<file path="src/rtl/ps2_mouse_pkg.sv">
// ps2_mouse_pkg: shared state encoding and byte-0 field positions for the PS/2 mouse packet decoder (rev 1.0)
`default_nettype none

package ps2_mouse_pkg;

  typedef enum logic [1:0] {
    WAIT_B0 = 2'd0,
    WAIT_B1 = 2'd1,
    WAIT_B2 = 2'd2
  } state_e;

  localparam int SYNC_BIT        = 3;
  localparam int XS_BIT          = 4;
  localparam int YS_BIT          = 5;
  localparam int XO_BIT          = 6;
  localparam int YO_BIT          = 7;
  localparam int BTN_LSB         = 0;
  localparam int DEFAULT_TIMEOUT = 100000;

endpackage

`default_nettype wire

</file>
<file path="src/rtl/ps2_axis_accum.sv">
// ps2_axis_accum: saturating add of a signed delta to a cursor coordinate, clamped to [0, MAX] (rev 1.0)
`default_nettype none

module ps2_axis_accum #(
  parameter int MAX = 639
) (
  input  logic              [9:0] pos_i,
  // 10 bits so the Y axis can carry the negation of -256 without wrapping
  input  logic signed       [9:0] delta_i,
  input  logic                    hold_i,
  output logic              [9:0] pos_o
);

  localparam logic signed [11:0] MAX_S = 12'(MAX);

  logic signed [11:0] sum;

  always_comb begin
    sum   = $signed({2'b00, pos_i}) + $signed({{2{delta_i[9]}}, delta_i});
    pos_o = pos_i;
    if (!hold_i) begin
      if (sum[11]) begin
        pos_o = '0;
      end else if (sum > MAX_S) begin
        pos_o = MAX_S[9:0];
      end else begin
        pos_o = sum[9:0];
      end
    end
  end

endmodule

`default_nettype wire

</file>
<file path="src/rtl/ps2_mouse_packet.sv">
// ps2_mouse_packet: assembles 3-byte PS/2 stream packets, decodes buttons/deltas, integrates cursor (rev 1.0)
`default_nettype none

module ps2_mouse_packet
  import ps2_mouse_pkg::*;
#(
  parameter int X_MAX   = 639,
  parameter int Y_MAX   = 479,
  parameter int X_INIT  = 320,
  parameter int Y_INIT  = 240,
  parameter int TIMEOUT = DEFAULT_TIMEOUT
) (
  input  logic       clk_i,
  input  logic       rst_i,
  input  logic       stream_i,
  input  logic       rx_valid_i,
  input  logic [7:0] rx_data_i,
  output logic       pkt_valid_o,
  output logic [2:0] btn_o,
  output logic [8:0] dx_o,
  output logic [8:0] dy_o,
  output logic [1:0] ovf_o,
  output logic [9:0] pos_x_o,
  output logic [9:0] pos_y_o,
  output logic       sync_err_o
);

  localparam int              CNT_W    = (TIMEOUT > 2) ? $clog2(TIMEOUT) : 1;
  localparam logic [CNT_W-1:0] CNT_LAST = CNT_W'(TIMEOUT - 1);

  state_e             state_q, state_d;
  logic [CNT_W-1:0]   cnt_q, cnt_d;
  logic [7:0]         b0_q, b0_d, b1_q, b1_d;
  logic [2:0]         btn_q, btn_d;
  logic [8:0]         dx_q, dx_d, dy_q, dy_d;
  logic [1:0]         ovf_q, ovf_d;
  logic [9:0]         posx_q, posx_d, posy_q, posy_d;
  logic               pkt_q, pkt_d, err_q, err_d;

  logic [8:0]         dx_new, dy_new;
  logic signed [9:0]  dx_ext, dy_neg;
  logic [9:0]         nx, ny;
  logic               expired;

  assign dx_new  = {b0_q[XS_BIT], b1_q};
  assign dy_new  = {b0_q[YS_BIT], rx_data_i};
  assign dx_ext  = $signed({dx_new[8], dx_new});
  assign dy_neg  = -$signed({dy_new[8], dy_new});
  assign expired = (state_q != WAIT_B0) && (cnt_q == CNT_LAST);

  ps2_axis_accum #(.MAX(X_MAX)) u_acc_x (
    .pos_i   (posx_q),
    .delta_i (dx_ext),
    .hold_i  (b0_q[XO_BIT]),
    .pos_o   (nx)
  );

  ps2_axis_accum #(.MAX(Y_MAX)) u_acc_y (
    .pos_i   (posy_q),
    .delta_i (dy_neg),
    .hold_i  (b0_q[YO_BIT]),
    .pos_o   (ny)
  );

  always_comb begin
    state_d = state_q;
    cnt_d   = cnt_q;
    b0_d    = b0_q;
    b1_d    = b1_q;
    btn_d   = btn_q;
    dx_d    = dx_q;
    dy_d    = dy_q;
    ovf_d   = ovf_q;
    posx_d  = posx_q;
    posy_d  = posy_q;
    pkt_d   = 1'b0;
    err_d   = 1'b0;

    if (!stream_i) begin
      state_d = WAIT_B0;
      cnt_d   = '0;
    end else if (rx_valid_i) begin
      // An arriving byte always beats a coincident timeout expiry
      cnt_d = '0;
      case (state_q)
        WAIT_B0: begin
          if (rx_data_i[SYNC_BIT]) begin
            b0_d    = rx_data_i;
            state_d = WAIT_B1;
          end else begin
            err_d = 1'b1;
          end
        end
        WAIT_B1: begin
          b1_d    = rx_data_i;
          state_d = WAIT_B2;
        end
        WAIT_B2: begin
          btn_d   = b0_q[BTN_LSB +: 3];
          dx_d    = dx_new;
          dy_d    = dy_new;
          ovf_d   = {b0_q[YO_BIT], b0_q[XO_BIT]};
          posx_d  = nx;
          posy_d  = ny;
          pkt_d   = 1'b1;
          state_d = WAIT_B0;
        end
        default: state_d = WAIT_B0;
      endcase
    end else if (expired) begin
      state_d = WAIT_B0;
      cnt_d   = '0;
      err_d   = 1'b1;
    end else if (state_q != WAIT_B0) begin
      cnt_d = cnt_q + 1'b1;
    end
  end

  always_ff @(posedge clk_i or posedge rst_i) begin
    if (rst_i) begin
      state_q <= WAIT_B0;
      cnt_q   <= '0;
      b0_q    <= '0;
      b1_q    <= '0;
      btn_q   <= '0;
      dx_q    <= '0;
      dy_q    <= '0;
      ovf_q   <= '0;
      posx_q  <= 10'(X_INIT);
      posy_q  <= 10'(Y_INIT);
      pkt_q   <= 1'b0;
      err_q   <= 1'b0;
    end else begin
      state_q <= state_d;
      cnt_q   <= cnt_d;
      b0_q    <= b0_d;
      b1_q    <= b1_d;
      btn_q   <= btn_d;
      dx_q    <= dx_d;
      dy_q    <= dy_d;
      ovf_q   <= ovf_d;
      posx_q  <= posx_d;
      posy_q  <= posy_d;
      pkt_q   <= pkt_d;
      err_q   <= err_d;
    end
  end

  assign pkt_valid_o = pkt_q;
  assign sync_err_o  = err_q;
  assign btn_o       = btn_q;
  assign dx_o        = dx_q;
  assign dy_o        = dy_q;
  assign ovf_o       = ovf_q;
  assign pos_x_o     = posx_q;
  assign pos_y_o     = posy_q;

endmodule

`default_nettype wire

</file>
<file path="config.mk">
export PLATFORM = sky130hd
export DESIGN_NAME = ps2_mouse_packet
export DESIGN_NICKNAME = d
export VERILOG_FILES = /design/src/rtl/ps2_mouse_pkg.sv /design/src/rtl/ps2_axis_accum.sv /design/src/rtl/ps2_mouse_packet.sv
export SDC_FILE = /design/constraint.sdc
export NUM_CORES = 1
export LEC_CHECK = 0
export CORE_ASPECT_RATIO = 0.9
export CORE_MARGIN = 1.5
export CORE_UTILIZATION = 55
export CTS_BUF_LIST = sky130_fd_sc_hd__clkbuf_2 sky130_fd_sc_hd__clkbuf_4 sky130_fd_sc_hd__clkbuf_8
export DETAILED_ROUTE_END_ITERATION = 6
export PLACE_DENSITY = 0.8
export SETUP_SLACK_MARGIN = 0.15
export SLEW_MARGIN = 20
export SYNTH_ARGS = -nofsm -noshare
export SYNTH_HDL_FRONTEND = slang
export SYNTH_SLANG_ARGS = --single-unit
</file>
<file path="constraint.sdc">
create_clock -name clk_i -period 3.5 [get_ports clk_i]
set_input_delay 0.525 -clock clk_i [delete_from_list [all_inputs] [get_ports clk_i]]
set_output_delay 0.525 -clock clk_i [all_outputs]
set_load 0.005 [all_outputs]
</file>
==> results of run 1 <==
-- worst reg2reg max path, cell delays in order (launching register included) --
cell,delay [ps]
dfrtp_1,420
ha_1,250
inv_1,80
fa_1,210
nor2b_1,80
o31a_1,280
o41a_1,390
a41oi_1,310
mux2i_1,330
o211ai_2,250
o221a_2,320
-- layout by cell type (no fill, tap or decap), types with 6 or more instances in the layout --
master	instances
mux2_2	6
nand2_1	84
nor2_1	38
clkdlybuf4s50_1	56
nand4_1	9
dfrtp_1	73
or2_2	6
a21oi_1	18
o21ai_0	35
ha_1	23
nand3_1	9
a211oi_1	6
xnor2_1	16
clkbuf_8	9
xor2_1	15
inv_1	24
o21a_1	7
dfstp_2	6
o221a_2	8
-- Yosys cell counts, types with 2 or more instances --
library cell,instances,area [µm²]
a211o_1,2,17.5
a211oi_1,7,52.6
a21o_1,5,37.5
a21oi_1,18,90.1
a22oi_1,5,37.5
and2_1,2,12.5
clkbuf_1,7,26.3
dfrtp_1,73,1830
dfstp_2,6,158
fa_1,2,40.0
ha_1,23,288
inv_1,25,93.8
mux2_2,6,67.6
mux2i_1,2,20.0
nand2_1,84,315
nand2b_1,3,18.8
nand3_1,9,45.0
nand4_1,9,56.3
nor2_1,38,143
nor2b_1,5,31.3
nor3_1,5,25.0
nor3_2,2,20.0
nor3b_1,2,15.0
nor4b_1,2,17.5
o211ai_1,2,15.0
o21a_1,7,52.6
o21ai_0,35,175
o21bai_1,3,22.5
o221a_2,8,90.1
o31a_1,2,17.5
o31ai_1,2,15.0
or2_2,6,37.5
or3_1,3,18.8
or4_1,2,15.0
xnor2_1,16,140
xor2_1,15,131
-- final cells by class --
type,count,area (µm²),share of cell area
sequential,79,1980,0.380
clock inverter,7,57.6,0.0110
multi-input combinational,348,2240,0.429
tap,96,120,0.0230
timing repair buffer,60,603,0.115
clock buffer,9,124,0.0237
inverter,25,93.8,0.0180
-- state kept, by name, indices dropped and copies added (netlist names) --
| name | cells |
|---|---|
| cnt_q | 17 |
| pos_x_o | 10 |
| pos_y_o | 10 |
| dx_o | 9 |
| dy_o | 9 |
| b1_q | 8 |
| b0_q | 7 |
| btn_o | 3 |
| ovf_o | 2 |
| state_q | 2 |
| pkt_valid_o | 1 |
| sync_err_o | 1 |
-- power breakdown --
part           leakage (µW)  internal (µW)  switching [µW]  total (µW)
Combinational       0.00125            700             681        1380
Sequential          0.00102           1100             162        1260
Clock             0.0000824            264             355         619
-- through the flow --
stage	utilization	hold slack, ps	power (µW)	area [µm²]	worst slack [ps]
4_1_cts	0.684	476	3250	5210	319
6_report	0.686	465	3260	5220	348
3_3_place_gp	0.660	451	2560	5030	85.2
3_5_place_dp	0.660	450	2600	5030	12.4
2_1_floorplan	-	435	2110	4360	857
5_1_grt	0.686	497	3460	5220	157
-- routing by layer --
metal | vias up | global-route usage | routed length (µm)
li1 | 1742 | - | -
met1 | 1740 | 0.323 | 4600
met2 | 131 | 0.391 | 4530
met5 | - | 0 | 0
met3 | 18 | 0.0738 | 701
met4 | 0 | 0.0698 | 129
-- worst max path at each step --
stage | from | to | slack, ps | depth (start not counted)
2_1_floorplan | pos_x_o[0] | pos_x_o[0] | 860 | 10
3_3_place_gp | rx_data_i[0] | pos_y_o[0] | 90 | 11
3_5_place_dp | rx_data_i[0] | pos_y_o[1] | 10 | 11
4_1_cts | rx_data_i[0] | pos_y_o[5] | 320 | 11
5_1_grt | rx_data_i[0] | pos_y_o[5] | 160 | 11
6_report | rx_data_i[0] | pos_y_o[5] | 350 | 11
-- logic make-up (layout without fill, tap and decap cells) --
logic type | Yosys count | in the layout | share of synthesized area
muxes | 8 | 8 | 0.0201
buffers and inverters | 35 | 101 | 0.0336
xor gates and xnor gates | 31 | 31 | 0.0623
and+or+nand+nor | 178 | 178 | 0.189
adders and majority gates | 25 | 25 | 0.0752
AOI/OAI and AO/OA | 106 | 106 | 0.164
DFF | 79 | 79 | 0.455
-- what timing repair did --
action / CTS / global route
resized for setup: 0 / 2
setup endpoints to repair: 0 / 6
endpoints found under the hold margin: 0 / 0
==> results.md, run 1 <==
- Run status: finished clean
- Dominant register cell in the synthesized netlist: dfrtp_1
- Fmax: 317 MHz
- Largest net degree at the start of global routing: 41
- Syn Nets: 499
- Final Setup Violations: 0
- Mapped Area: 0.00436 mm²
- Hold Path Depth: 2
- R2r worst-path depth: 10
- IO Count: 57
- Top delay family on crit path: compound AO/OA/AOI/OAI gates
- WL final: 9960 µm
- Initial Util: 0.572
- Crit path time final: 3150 ps
- CTS tree: done
- Hold EP: btn_o[1]
- Critical-path maximum fanout: 6
- CP startpoint kind: primary input
- Slew HR: 0.422
- First-pass GRT wire length: 16,400 µm
- Clock sinks: 79
- Post-synth EDFFs: 0
- 1st-iter DRT viols: 183
- Final Hold Fails: 0
- Syn avg cell area: 9.44 µm²
- Critical path endpoint category: flop
- Worst path max stage delay: 560 ps
- CTS Hold Bufs: 0
- N_diodes: 0
- Worst reg2reg setup slack: 470 ps
- Clk_lat worst skew: 360 ps
- P&R area growth vs syn: 19.8%
- RSZ-0062 raised after global routing: false
- Global route overflow: 0
- Die span in y: 87.5 µm
- Vias in the first global route: 3,430
- Port-buffer cells: 56
- Pre-antenna DRT Iters: 4
- Worst R2R End: pos_x_o[2]
- Critical path required time: 3800 ps
- Hold_sp: b0_q[1]
- Slew of the pin with the lowest slew margin: 862 ps
- Cell area power density: 624 mW/mm²
- Max VDD drop: 0.406 mV
- GPL Wtd Cong: 0.908
- Yosys warnings: 0
- Final Non-Filler Cells: 624
- Via count: 3,631
- Placed cell count: 608
- Fillers: 624
- Root buf cell: clkbuf_8
- Vias per inst: 5.82
- Final slew viol count: 0
- Die width: 96.9 µm
- Die Area: 0.00847 mm²
- Period utilization: 0.901
- Placeable Area: 0.00762 mm²
- Worst EP arrival: 3450 ps
- Worst hold path type: reg -> reg
- Drt drc: 0
- Reg-to-Reg Start: pos_x_o[0]
- Setup TNS: 0 ps
- WL per Instance: 16.0 µm
- Gr usage total: 0.244
- WP buf/inv: 2
- H-tree levels: 3
- Seq cells post-synth: 79
- Post-Syn Instances: 462
- Leakage: 0.00235 µW
- Antenna violations before repair: 0
- CP max stage cell: clkdlybuf4s50_1
- Setup Crit Path Kind: in -> reg
- Ys async rst share: 1.00
- Post CTS Setup Buffer Count: 0
- Row Count: 30
- Ratio of cells with drive above 1 in the final layout: 0.100
- Sum of net half-perimeters after detailed placement: 7230 µm
- Max cap viols: 0
- Nets@finish: 560
- Cells along the critical path: clkdlybuf4s50_1, ha_1, inv_1, fa_1, a211oi_2, o21ai_0, a31oi_1, o21bai_1, o2111ai_1, nor3_4, a32o_1
- Sequential area share after synthesis: 0.455
- Reg clk slew, reported paths: 80 ps
- Final ANT Viol Nets: 0
- Clk buf depth: 2
- Unique masters post-synth: 55
- CTS buffer count: 9
- Setup Skew: 10.2 ps
No activity file was read; power rests on OpenSTA's default activity.
==> inputs of run 2 (changes only) <==
- TNS_END_PERCENT: not set -> 10
- clock period: 3.5 -> 3.2 ns (I/O delays scaled with it)
==> run 2 against run 1 <==
Against the previous run: combinational power rose by 14%; core utilization increased by 1.4 points; sequential share of layout area is 0.78 points lower; global-route usage rose by 0.54 points; hold slack worse by 13 ps; register-to-register slack got worse by 220 ps; largest power group unchanged; cell count is 1.1% higher; first-iteration DRC count is 6.0% higher; clock-buffer cell count unchanged; sequential power rose by 9.5%; design area up 2.1%.
==> results.md, run 2 (synthesis gave the netlist of run 1 again) <==
- Final slew viol count: 0
- P&R area growth vs syn: 22.3%
- CTS Hold Bufs: 0
- WL final: 10,200 µm
- Setup TNS: 0 ps
- Final WS setup: 254 ps
- Run status: finished clean
- Post CTS Setup Buffer Count: 0
- Slew of the pin with the lowest slew margin: 620 ps
- Clock sinks: 79
- Worst hold path type: in -> async
- Critical path required time: 3450 ps
- Antenna violations before repair: 0
- Number of flip-flops in the largest register: 17
- Via count: 3,676
- GPL Wtd Cong: 0.957
- Cell area power density: 698 mW/mm²
- Final Setup Violations: 0
- Port-buffer cells: 56
- Routed wl met2: 4770 µm
- CTS tree: done
- Global route overflow: 0
- DR top layer: met4
- First-pass GRT wire length: 16,800 µm
- Pre-antenna DRT Iters: 5
- N_diodes: 0
- RSZ-0062 raised after global routing: true
- Final ANT Viol Nets: 0
- Fmax: 339 MHz
- Die width: 96.9 µm
- Largest net degree at the start of global routing: 40
- WL per Instance: 16.2 µm
- Gr usage total: 0.249
- Reg with most FFs: cnt_q
- Vias in the first global route: 3,512
- Met3 WL: 681 µm
- Util after Layout: 0.700
- Leakage: 0.00240 µW
- Root buf cell: clkbuf_8
- Clk buf depth: 2
- CP startpoint kind: flop
- Slew HR: 0.585
- Most frequent cells in the layout: 84 x nand2_1, 73 x dfrtp_1, 56 x clkdlybuf4s50_1
- Vias per inst: 5.83
- Initial Util: 0.572
- Critical-path maximum fanout: 8
- Worst EP arrival: 3200 ps
- Die span in y: 87.5 µm
- Nets@finish: 567
- IO Count: 57
- Drt drc: 0
- Sum of net half-perimeters after detailed placement: 7360 µm
- Setup Skew: 11.1 ps
- Crit path time final: 2950 ps
- Critical path endpoint category: flop
- 1st-iter DRT viols: 194
- Ratio of cells with drive above 1 in the final layout: 0.120
- Post-place setup slack: -188 ps
- Max VDD drop: 0.491 mV
- M1 WL: 4600 µm
- Row Count: 30
- Final Hold Fails: 0
- CTS buffer count: 9
- Placeable Area: 0.00762 mm²
- Clk_lat worst skew: 360 ps
- Period utilization: 0.921
- Setup Crit Path Kind: reg -> reg
- Max cap viols: 0
- Commonest non-fill, non-tap cell in the layout: nand2_1
- Die Area: 0.00847 mm²
- Reg clk slew, reported paths: 90 ps
- H-tree levels: 3
run 2: final timing paths:
kind                            start    endpoint  slack, ps  depth (start not counted)
max                        pos_x_o[0]  pos_x_o[3]        250                         10
min                             rst_i     dx_o[6]        450                          2
max reg2reg                pos_x_o[0]  pos_x_o[3]        250                         10
min reg2reg                   b0_q[0]    btn_o[0]        480                          2
max in group asynchronous       rst_i  pos_y_o[5]       2100                          3
min in group clk_i            b0_q[0]    btn_o[0]        480                          2
run 2: layout make-up:
cell class | count | area (µm²)
inverters | 25 | 93.8
fillers | 588 | 2290
well taps | 96 | 120
repair buffers | 67 | 656
clock inverters | 7 | 81.3
flip-flops and latches | 79 | 1980
clock buffers | 9 | 124
multi-input cells | 348 | 2270
run 2: where the power goes:
| group | switching (µW) | total, µW | internal [µW] |
|---|---|---|---|
| combinational | 768 | 1570 | 804 |
| sequential | 179 | 1380 | 1200 |
| clock | 400 | 770 | 370 |
| total | 1350 | 3720 | 2380 |
run 2: metrics by stage:
stage / cells / hold WS [ps] / instance area [µm²] / power (µW)
finish: 631 / 452 / 5330 / 3720
global route: 631 / 483 / 5330 / 3940
detailed placement: 615 / 459 / 5080 / 2890
CTS: 631 / 466 / 5290 / 3670
floorplan: 462 / 435 / 4360 / 2300
global placement: 615 / 452 / 5080 / 2840
run 2: routing by layer:
metal / track usage / up-vias
met4: 0.0843 / 0
met5: 0 / -
li1: - / 1750
met3: 0.0490 / 21
met2: 0.402 / 148
met1: 0.340 / 1757
run 2: repair_timing:
item,4_1_cts,5_1_grt
hold endpoints to repair,0,0
setup endpoints to repair,0,17
resized for setup,0,7
run 2: critical path, stage by stage, from the launching register on:
cell      delay (ps)
dfrtp_1          420
ha_1             260
inv_1             80
fa_1             210
nor2b_1           80
o31a_1           280
o41a_1           380
a41oi_2          280
mux2i_2          360
o211ai_4         190
o221a_2          280
